<file path="config.mk">
export PLATFORM = sky130hd
export DESIGN_NAME = ctrl_sequencer
export DESIGN_NICKNAME = d
export VERILOG_FILES = /design/src/rtl/ctrl_sequencer.sv
export SDC_FILE = /design/constraint.sdc
export NUM_CORES = 1
export LEC_CHECK = 0
export CAP_MARGIN = 20
export CORE_AREA = 2 2 92 94
export CTS_CLUSTER_SIZE = 16
export DETAILED_ROUTE_END_ITERATION = 16
export DIE_AREA = 0 0 94 96
export HOLD_SLACK_MARGIN = 0.08
export REMOVE_ABC_BUFFERS = 1
export SYNTH_ARGS = -nofsm -noshare
export SYNTH_HDL_FRONTEND = slang
export SYNTH_SLANG_ARGS = --single-unit
export TNS_END_PERCENT = 10
</file>
<file path="constraint.sdc">
create_clock -name clock -period 2 [get_ports clock]
set_input_delay 0.2 -clock clock [delete_from_list [all_inputs] [get_ports clock]]
set_output_delay 0.2 -clock clock [all_outputs]
set_load 0.01 [all_outputs]
</file>
<file path="src/rtl/ctrl_sequencer.sv">
// ctrl_sequencer: handshaked instruction decoder that sequences memory waits, jump bubbles, flush and illegal ops
module ctrl_sequencer #(
  parameter int ALU_SEL_W    = 4,
  parameter int MEM_TIMEOUT  = 16,
  parameter int JUMP_BUBBLES = 2,
  parameter int COUNT_W      = 16
) (
  input  logic                 clock,
  input  logic                 reset,
  input  logic                 instr_valid,
  output logic                 instr_ready,
  input  logic [3:0]           opcode,
  input  logic                 func1,
  input  logic                 mem_ready,
  input  logic                 flush,
  output logic                 ctrl_valid,
  output logic [1:0]           shift_control,
  output logic                 mem_read,
  output logic                 mem_write,
  output logic                 imm_type,
  output logic [ALU_SEL_W-1:0] alu_select,
  output logic                 copy_reg,
  output logic                 br_eq,
  output logic                 br_neq,
  output logic                 br_lt,
  output logic                 br_gt,
  output logic                 br_lte,
  output logic                 br_gte,
  output logic                 jump,
  output logic                 illegal_op,
  output logic                 mem_error,
  output logic [COUNT_W-1:0]   retired_count
);
  typedef enum logic [1:0] {IDLE, MEM_WAIT, BUBBLE} state_t;
  typedef struct packed {
    logic [1:0]           shift;
    logic                 mem_read;
    logic                 mem_write;
    logic                 imm_type;
    logic [ALU_SEL_W-1:0] alu;
    logic                 copy_reg;
    logic                 br_eq;
    logic                 br_neq;
    logic                 br_lt;
    logic                 br_gt;
    logic                 br_lte;
    logic                 br_gte;
    logic                 jump;
  } bundle_t;
  localparam int WW = MEM_TIMEOUT > 1 ? $clog2(MEM_TIMEOUT) : 1;
  localparam int BW = JUMP_BUBBLES > 1 ? $clog2(JUMP_BUBBLES) : 1;
  state_t state, state_n;
  bundle_t dec, bundle, bundle_n;
  logic valid_n, illegal_n, error_n, accept, is_mem, is_jump;
  logic [WW-1:0] wait_cnt, wait_n;
  logic [BW-1:0] bub_cnt, bub_n;
  logic [COUNT_W-1:0] count_n;
  assign instr_ready = state == IDLE;
  assign accept = instr_valid & instr_ready & ~flush;
  assign is_mem = opcode == 4'h1 || opcode == 4'h2;
  assign is_jump = opcode[3:1] == 3'b110;
  always_comb begin
    dec = '0;
    case (opcode)
      4'h1, 4'h2: begin
        dec.mem_write = func1;
        dec.mem_read = ~func1;
        dec.imm_type = opcode == 4'h2;
      end
      4'h3, 4'h4: begin
        dec.alu = func1 ? ALU_SEL_W'(3) : ALU_SEL_W'(2);
        dec.imm_type = opcode == 4'h4;
      end
      4'h5, 4'h6: begin
        dec.shift = func1 ? 2'b11 : 2'b01;
        dec.imm_type = opcode == 4'h6;
      end
      4'h7, 4'h8: begin
        dec.alu = func1 ? ALU_SEL_W'(1) : ALU_SEL_W'(0);
        dec.imm_type = opcode == 4'h8;
      end
      4'h9: begin
        dec.br_neq = func1;
        dec.br_eq = ~func1;
      end
      4'hA: begin
        dec.br_lt = func1;
        dec.br_gt = ~func1;
      end
      4'hB: begin
        dec.br_lte = func1;
        dec.br_gte = ~func1;
      end
      4'hC: begin
        dec.jump = 1'b1;
        dec.imm_type = 1'b1;
      end
      4'hD: dec.jump = 1'b1;
      4'hE: dec.copy_reg = 1'b1;
      default: ;
    endcase
  end
  always_comb begin
    state_n = state;
    bundle_n = '0;
    valid_n = 1'b0;
    illegal_n = 1'b0;
    error_n = 1'b0;
    wait_n = wait_cnt;
    bub_n = bub_cnt;
    count_n = retired_count;
    if (flush)
      state_n = IDLE;
    else
      case (state)
        IDLE:
          if (accept) begin
            if (opcode == 4'hF)
              illegal_n = 1'b1;
            else begin
              bundle_n = dec;
              valid_n = 1'b1;
              if (is_mem) begin
                state_n = MEM_WAIT;
                wait_n = '0;
              end else begin
                count_n = retired_count + COUNT_W'(1);
                if (is_jump && JUMP_BUBBLES > 0) begin
                  state_n = BUBBLE;
                  bub_n = '0;
                end
              end
            end
          end
        MEM_WAIT:
          if (mem_ready) begin
            state_n = IDLE;
            count_n = retired_count + COUNT_W'(1);
          end else if (wait_cnt == WW'(MEM_TIMEOUT - 1)) begin
            state_n = IDLE;
            error_n = 1'b1;
          end else begin
            bundle_n = bundle;
            valid_n = 1'b1;
            wait_n = wait_cnt + WW'(1);
          end
        BUBBLE:
          if (bub_cnt == BW'(JUMP_BUBBLES - 1))
            state_n = IDLE;
          else
            bub_n = bub_cnt + BW'(1);
        default: state_n = IDLE;
      endcase
  end
  always_ff @(posedge clock) begin
    if (reset) begin
      state <= IDLE;
      bundle <= '0;
      ctrl_valid <= 1'b0;
      illegal_op <= 1'b0;
      mem_error <= 1'b0;
      wait_cnt <= '0;
      bub_cnt <= '0;
      retired_count <= '0;
    end else begin
      state <= state_n;
      bundle <= bundle_n;
      ctrl_valid <= valid_n;
      illegal_op <= illegal_n;
      mem_error <= error_n;
      wait_cnt <= wait_n;
      bub_cnt <= bub_n;
      retired_count <= count_n;
    end
  end
  assign shift_control = bundle.shift;
  assign mem_read = bundle.mem_read;
  assign mem_write = bundle.mem_write;
  assign imm_type = bundle.imm_type;
  assign alu_select = bundle.alu;
  assign copy_reg = bundle.copy_reg;
  assign br_eq = bundle.br_eq;
  assign br_neq = bundle.br_neq;
  assign br_lt = bundle.br_lt;
  assign br_gt = bundle.br_gt;
  assign br_lte = bundle.br_lte;
  assign br_gte = bundle.br_gte;
  assign jump = bundle.jump;
endmodule

</file>
==> results.cfg, run 1 <==
[finish]
fin_nets = 308
final_core_util = 0.345
top_regs = retired_count x16, wait_cnt x4
finalInstanceArea_um2 = 2770
largest_register_ffs = 16
largest-register = retired_count
drive_gt1_frac = 0.145
area_delta_synth_final_pct = 42.5
antenna_cells = 0

[cts]
root_buffer = clkbuf_8
cts_buffers = 5
clk_pin_slew_ps = 80
cts_setup_buffers = 0
ctsHtreeMaxLevel = 2
hold_buffers = 0
cts_buffer_depth = 2
clk-insertion-delay-late_ps = 300
cts_tree = done
cts_sinks = 41

[synth]
synth_flop_cell = dfxtp_1
async_reset_ff_frac = 0
synth_most_common_cell = dfxtp_1
synthTopCellsByCount = dfxtp_1, nor2_1, nand2_1, a21oi_1, nor3_1
yosysTopAreaCell = dfxtp_1
synth_top_area_frac = 0.422
synth_area_leaders = dfxtp_1, nor2_1, a21oi_1
synth_edf_count = 0
ys_types = 46
syn_avg_cell_area_um2 = 8.39
netlist_instances = 232
syn_area_um2 = 1950
seq_area_frac_synth = 0.422
ys.warnings.count = 0
ys_seq_elements = 41

[global_routing]
track_usage = 0.120
grt_remaining_overflow = 0
antenna_found_initial = 0
grt_pass1_wl_mm = 8.64
grt_max_degree = 22
grt_pass1_vias = 1823

[placed_design]
place_congestion = 0.835
place_area_um2 = 2640
post-dp-hpwl_mm = 3.63
portBuffers = 44

[route]
dr.pass1.iters = 5
vias_per_cell = 4.64
wl_mm = 4.99
vias = 1864
antenna_left = 0
drt-wirelength-per-cell_um = 12.4
drt_iter0_drc = 84
drc_errors = 0

[floorplan]
initial_utilization = 0.242
die_w_um = 94
ios = 47
dieArea_um2 = 9020
core_area_um2 = 8050
die_y_um = 96
num_rows = 33

[sta]
rsz0062_at_grt = no
slew_viol_final = 0
finalHoldViolCount = 0
min_period_ps = 1850
fmax_ghz = 0.540
finalClockSkew_ps = 8.92
finalSetupViolations = 0
final.period_utilization = 0.926

[flow_run]
drv_cap = 0

[worst_setup_path]
required_ps = 1800
cp_max_fo = 8
ff2ff_setup_slack_ps = 200
arrival_ps = 1650
endpoint_kind = output port
startpoint_type = flip-flop
timing_worst_setup_path_type = reg2out

[outcome]
outcome = completed

[power]
ir_drop_mv = 0.406
p_per_area_nw_per_um2 = 640
cellLeakagePower_nw = 0.965
total_power_mw = 1.77

[hold_path]
holdCritPathClass = reg2reg
[layout make-up]
class                   instances  area (um2)
well taps                     105         131
flip-flops and latches         41         821
inverters                       3        11.3
clock inverters                 3        65.1
multi-input cells             174        1030
clock buffers                   5        68.8
fillers                       838        5280
repair buffers                 71         643
[critical path, cell delays in order (launching register included)]
cell	delay, ps
dfxtp_1	390
buf_4	180
nor2_1	190
clkdlybuf4s50_1	590
[power by group]
group | total [mW] | internal, mW | switching [mW]
Clock | 0.792 | 0.496 | 0.296
Combinational | 0.156 | 0.0737 | 0.0824
Sequential | 0.826 | 0.821 | 0.00527
[layout by cell type (no fill, tap or decap), types with 4 or more instances in the layout]
master / count
a21oi_1: 18
or3_1: 4
nor2_1: 38
nand3_1: 7
dfxtp_1: 41
a22oi_1: 5
nor3_1: 11
xnor2_1: 9
xor2_1: 7
clkdlybuf4s50_1: 44
nand4_1: 8
clkbuf_8: 5
nand2_1: 19
buf_4: 27
[kinds of logic after synthesis]
| group | after synthesis | share of synthesized area |
|---|---|---|
| simple gates | 115 | 0.307 |
| mux | 2 | 0.0103 |
| other cells | 1 | 0.00193 |
| buf+inv | 18 | 0.0495 |
| flops | 41 | 0.422 |
| compound gates | 37 | 0.125 |
| xor+xnor | 16 | 0.0720 |
| fa+ha+maj | 2 | 0.0129 |
[per-stage QoR]
| stage | setup slack, ps | hold WS (ps) | std cells | TNS [ps] |
|---|---|---|---|---|
| floorplan | 1.68 | 269 | 218 | 0 |
| detailed placement | -124 | 449 | 394 | -305 |
| finish | 147 | 458 | 402 | 0 |
| global route | 1.15 | 485 | 402 | 0 |
| global placement | -89.2 | 444 | 394 | -232 |
| CTS | 123 | 461 | 402 | 0 |
[layer usage]
metal | vias up | part of all wire | global-route usage
li1 | 951 | - | -
met1 | 862 | 0.49 | 0.159
met2 | 49 | 0.45 | 0.194
met3 | 2 | 0.060 | 0.0376
met4 | 0 | 0.0054 | 0.0254
met5 | - | 0 | 0
[worst paths after layout]
kind / depth (start not counted) / endpoint / start
min: 2 / alu_select[0]$_SDFFE_PP0N_ / alu_select[0]$_SDFFE_PP0N_
max: 3 / instr_ready / state[1]$_SDFFE_PP0P_
max reg2reg: 6 / wait_cnt[3]$_SDFFE_PP0P_ / wait_cnt[0]$_SDFFE_PP0P_
min reg2reg: 2 / alu_select[0]$_SDFFE_PP0N_ / alu_select[0]$_SDFFE_PP0N_
[timing repair]
action | in CTS | in global routing
endpoints found under the setup margin | 0 | 1
endpoints found under the hold margin | 0 | 0
resized for setup | 0 | 1
No activity file was read; power rests on OpenSTA's default activity.
==> inputs of run 2 (changes only) <==
--- a/config.mk
+++ b/config.mk
@@ -14,2 +14,3 @@
 export REMOVE_ABC_BUFFERS = 1
+export SETUP_SLACK_MARGIN = 0.05
 export SYNTH_ARGS = -nofsm -noshare
==> constraint.sdc (replaced) <==
create_clock -name clock -period 2 [get_ports clock]
set_input_delay 0.4 -clock clock [delete_from_list [all_inputs] [get_ports clock]]
set_output_delay 0.4 -clock clock [all_outputs]
set_load 0.01 [all_outputs]
==> run 2 against run 1 <==
Against the previous run:
- highest routed layer unchanged
- combinational power rose by 10%
- critical path depth rose by 4
- critical endpoint is now retired_count[15]$_SDFFE_PP0P_
- setup slack worse by 100 ps
- clock skew down 1.2 ps
- via count grew 0.48%
- sequential share of layout area shrank 0.81 points
==> results.cfg, run 2 (synthesized netlist as in run 1, its figures left out) <==
[sta]
finalClockSkew_ps = 7.75
rsz0062_at_grt = yes
finalSetupViolations = 0
min_period_ps = 1950
finalHoldViolCount = 0
setup_tns_ps = 0
slew_viol_final = 0
final.period_utilization = 0.977
fmax_ghz = 0.512

[cts]
cts_buffers = 5
clk-insertion-delay-late_ps = 300
cts_sinks = 41
cts_tree = done
cts_buffer_depth = 2
clk_pin_slew_ps = 80
ctsHtreeMaxLevel = 2
root_buffer = clkbuf_8

[finish]
largest-register = retired_count
fin_cells = 406
final_cell_mix = clkdlybuf4s50_1, dfxtp_1, nor2_1, buf_4, nand2_1
drive_gt1_frac = 0.193
final_core_util = 0.355
antenna_cells = 0
largest_register_ffs = 16
area_delta_synth_final_pct = 46.9
top_regs = retired_count x16, wait_cnt x4
fin_nets = 312
layout_commonest_cell = clkdlybuf4s50_1

[route]
drt-wirelength-per-cell_um = 12.4
drc_errors = 0
antenna_left = 0
wl_mm = 5.05
vias = 1873
vias_per_cell = 4.61
dr.pass1.iters = 4
drt_iter0_drc = 63

[floorplan]
die_y_um = 96
initial_utilization = 0.242
ios = 47
core_area_um2 = 8050
die_w_um = 94
dieArea_um2 = 9020
num_rows = 33

[power]
total_power_mw = 1.58
ir_drop_mv = 0.287
cellLeakagePower_nw = 1.00
p_per_area_nw_per_um2 = 552

[placed_design]
dpl.cell_count = 396
post-dp-hpwl_mm = 3.67
portBuffers = 44
place_congestion = 0.805

[worst_setup_path]
arrival_ps = 2190
critPathTopFamily = simple AND/OR/NAND/NOR gates
required_ps = 2240
crit_chain = clkdlybuf4s50_1 -> and4_4 -> o32ai_4 -> buf_6 -> nand2_2 -> or4_1 -> a21oi_1
critPathBufInv = 2
slowest_stage = or4_1
timing_worst_setup_path_type = in2reg
max_stage_delay_ps = 500
cp_max_fo = 3
endpoint_kind = flip-flop
startpoint_type = input pin

[global_routing]
grt_remaining_overflow = 0
antenna_found_initial = 0
track_usage = 0.117
grt_pass1_wl_mm = 8.29
grt_max_degree = 22
grt_pass1_vias = 1785

[outcome]
outcome = completed

[hold_path]
holdCritPathClass = reg2reg

[flow_run]
drv_cap = 0
[run 2: cell count changes in the layout (fill, tap and decap cells not counted), sizes merged]
| cell | delta |
|---|---|
| buf | +4 |
| clkinv | +1 |
| clkbuf | +1 |
| bufinv | -2 |
| clkdlybuf4s50 | -2 |
| dlymetal6s2s | +2 |
[run 2: per-stage QoR]
step | hold WS [ps] | setup WS (ps) | instance area [um2]
2_1_floorplan | 443 | -70.7 | 1870
3_3_place_gp | 446 | -275 | 2660
5_1_grt | 482 | 1.10 | 2860
6_report | 457 | 46.8 | 2860
4_1_cts | 461 | 7.98 | 2770
3_5_place_dp | 449 | -335 | 2660
[run 2: final cells by class]
cell class,instances,area [um2]
fillers,850,5190
flip-flops and latches,41,823
clock inverters,2,13.8
clock buffers,6,82.6
repair buffers,75,686
well taps,105,131
inverters,3,11.3
multi-input cells,174,1110
[run 2: path summary, 6_finish.rpt]
path / endpoint / slack [ps] / cells after the start / startpoint
worst max-delay path: retired_count[15]$_SDFFE_PP0P_ / 50 / 7 / opcode[3]
worst min-delay path: alu_select[0]$_SDFFE_PP0N_ / 460 / 2 / alu_select[0]$_SDFFE_PP0N_
worst max register to register: wait_cnt[3]$_SDFFE_PP0P_ / 180 / 6 / wait_cnt[1]$_SDFFE_PP0P_
worst min register to register: alu_select[0]$_SDFFE_PP0N_ / 460 / 2 / alu_select[0]$_SDFFE_PP0N_
[run 2: metal layers]
layer | wire, um | global-route usage | share of wire | vias up
met5 | 0 | 0 | 0 | -
met4 | 71 | 0.0423 | 0.014 | 0
met3 | 220 | 0.0274 | 0.044 | 8
met2 | 2250 | 0.186 | 0.45 | 51
met1 | 2510 | 0.156 | 0.50 | 864
li1 | - | - | - | 950
[run 2: tightest hold or removal path, stage by stage (launching register included)]
cell and delay [ps]:
dfxtp_1 320, nand2_1 50, a21oi_1 50
[run 2: power by group]
part | leakage, nW | internal, mW | switching (mW)
clock network | 0.0512 | 0.280 | 0.302
registers | 0.332 | 0.821 | 0.00578
logic | 0.620 | 0.0841 | 0.0877
[run 2: what timing repair did]
action | CTS | global route
pin swaps | 0 | 2
gates resized for setup | 0 | 20
buffers inserted | 2 | 0
setup endpoints to repair | 5 | 13
hold buffers | 0 | 0
==> inputs of run 3 (changes only) <==
Settings changed: RECOVER_POWER from default to 25, SKIP_CTS_REPAIR_TIMING from default to 1.
Clock period 2 ns to 1.6 ns, I/O delays scaled along.
==> run 3 against run 2 <==
Against the previous run:
- the run now ends with negative setup slack left
- critical path depth decreased by 1
- register-to-register slack got worse by 280 ps
- die area unchanged
- sequential power increased by 25%
- count of clock-buffer cells in the layout increased by 1
- final cell count increased by 7.1%
- first-iteration DRC count increased by 24%
- clock skew decreased by 5.0 ps
- total power increased by 29%
- critical path type is now reg2reg
- clock power increased by 30%
- setup slack got worse by 150 ps
- sequential cell count unchanged
==> results.cfg, run 3 (synthesized netlist as in run 1, its figures left out) <==
[outcome]
outcome = finished, violations left
violations = negative setup slack

[global_routing]
grt_max_degree = 22
grt_remaining_overflow = 0
antenna_found_initial = 0
grt_pass1_wl_mm = 8.63
grt_pass1_vias = 1855
track_usage = 0.121

[worst_setup_path]
required_ps = 1830
endpoint_kind = flip-flop
slowest_stage = or4_1
cp_max_fo = 3
max_stage_delay_ps = 480
crit_chain = ha_4 -> and3_4 -> o21ai_4 -> o311ai_4 -> or4_1 -> a31oi_1
arrival_ps = 1930
ff2ff_setup_slack_ps = -100
startpoint_type = flip-flop
timing_worst_setup_path_type = reg2reg
critPathBufInv = 0
critPathTopFamily = simple AND/OR/NAND/NOR gates

[route]
vias = 1964
wl_mm = 5.53
drc_errors = 0
wl_met2_mm = 2.68
dr.pass1.iters = 4
highest_layer = met4
wl_met1_mm = 2.53
vias_per_cell = 4.51
drt-wirelength-per-cell_um = 12.7
antenna_left = 0
met3_length_um = 258
drt_iter0_drc = 78

[floorplan]
core_area_um2 = 8050
die_w_um = 94
initial_utilization = 0.242
ios = 47
num_rows = 33
dieArea_um2 = 9020
die_y_um = 96

[finish]
fillers = 821
final_cell_mix = buf_4, nor2_1, dfxtp_1, clkdlybuf4s50_1, nand2_1
area_delta_synth_final_pct = 66.7
fin_cells = 435
multi_input_area_um2 = 1230
finalInstanceArea_um2 = 3250
final_core_util = 0.403
regArea_um2 = 831
fin_nets = 341
largest_register_ffs = 16
largest-register = retired_count
layout_commonest_cell = buf_4
drive_gt1_frac = 0.309
top_regs = retired_count x16, wait_cnt x4
antenna_cells = 0

[power]
ir_drop_mv = 0.294
netSwitchingFraction = 0.244
cellLeakagePower_nw = 1.30
p_clk_frac = 0.371
power_frac_seq = 0.504
power_frac_comb = 0.125
p_int_mw = 1.54
p_sw_uw = 498
p_per_area_nw_per_um2 = 628

[cts]
clk_pin_slew_ps = 80
cts_buffer_depth = 2
cts_sinks = 41
ctsHtreeMaxLevel = 2
root_buffer = clkbuf_8
clk-insertion-delay-late_ps = 300
cts_tree = done
cts_buffers = 5

[placed_design]
portBuffers = 44
place_area_um2 = 2870
dpl.cell_count = 423
place_congestion = 0.820
pre_cts_ws_ps = -674
post-dp-hpwl_mm = 4.01

[flow_run]
drv_cap = 0

[sta]
finalSetupViolations = 9
min_period_ps = 1700
final.period_utilization = 1.06
finalHoldViolCount = 0
fmax_ghz = 0.588
rsz0062_at_grt = yes
slew_viol_final = 0
finalClockSkew_ps = 2.77
final.setup.worst_slack_ps = -100

[hold_path]
holdCritPathClass = reg2reg
run 3: changes by cell type in the layout (fill, tap and decap cells not counted), sizes merged:
cell           before  now
clkinv              2    1
buf                31   60
clkdlybuf4s50      42   20
dlymetal6s2s        2   11
clkbuf              6    9
clkdlybuf4s25       0   11
run 3: worst min-delay path: cells and delay by family (launching register included):
family	cells	cell delay [ps]
AO/OA/AOI/OAI	1	50
flip-flops	1	310
AND/OR/NAND/NOR	1	50
run 3: path summary, 6_finish.rpt:
check	end	start	cells after the start
setup / recovery	wait_cnt[3]$_SDFFE_PP0P_	wait_cnt[1]$_SDFFE_PP0P_	6
hold / removal	alu_select[0]$_SDFFE_PP0N_	alu_select[0]$_SDFFE_PP0N_	2
setup reg to reg	wait_cnt[3]$_SDFFE_PP0P_	wait_cnt[1]$_SDFFE_PP0P_	6
hold reg to reg	alu_select[0]$_SDFFE_PP0N_	alu_select[0]$_SDFFE_PP0N_	2
run 3: power groups by stage:
| stage | sequential, mW | clock, mW | combinational, mW |
|---|---|---|---|
| CTS | 1.03 | 0.783 | 0.228 |
| floorplan | 1.06 | 0 | 0.0713 |
| finish | 1.03 | 0.756 | 0.254 |
| global placement | 1.05 | 0 | 0.224 |
| global route | 1.03 | 0.822 | 0.275 |
| detailed placement | 1.05 | 0 | 0.226 |
run 3: area by class of cell:
cell class | count | share of cell area
Timing Repair Buffer | 104 | 0.289
Clock inverter | 1 | 0.00154
Clock buffer | 7 | 0.0297
Sequential cell | 41 | 0.256
Inverter | 3 | 0.00347
Tap cell | 105 | 0.0405
Multi-Input combinational cell | 174 | 0.380
run 3: routing by layer:
layer | track usage | up-vias
met2 | 0.202 | 41
li1 | - | 1008
met5 | 0 | -
met3 | 0.0290 | 7
met1 | 0.155 | 908
met4 | 0.0399 | 0
run 3: through the flow:
| stage | total power, mW | hold WS, ps | TNS, ps |
|---|---|---|---|
| floorplan | 1.13 | 389 | -993 |
| global placement | 1.28 | 444 | -16990 |
| detailed placement | 1.28 | 448 | -17300 |
| CTS | 2.04 | 460 | -6520 |
| global route | 2.12 | 472 | -1550 |
| finish | 2.04 | 456 | -338 |
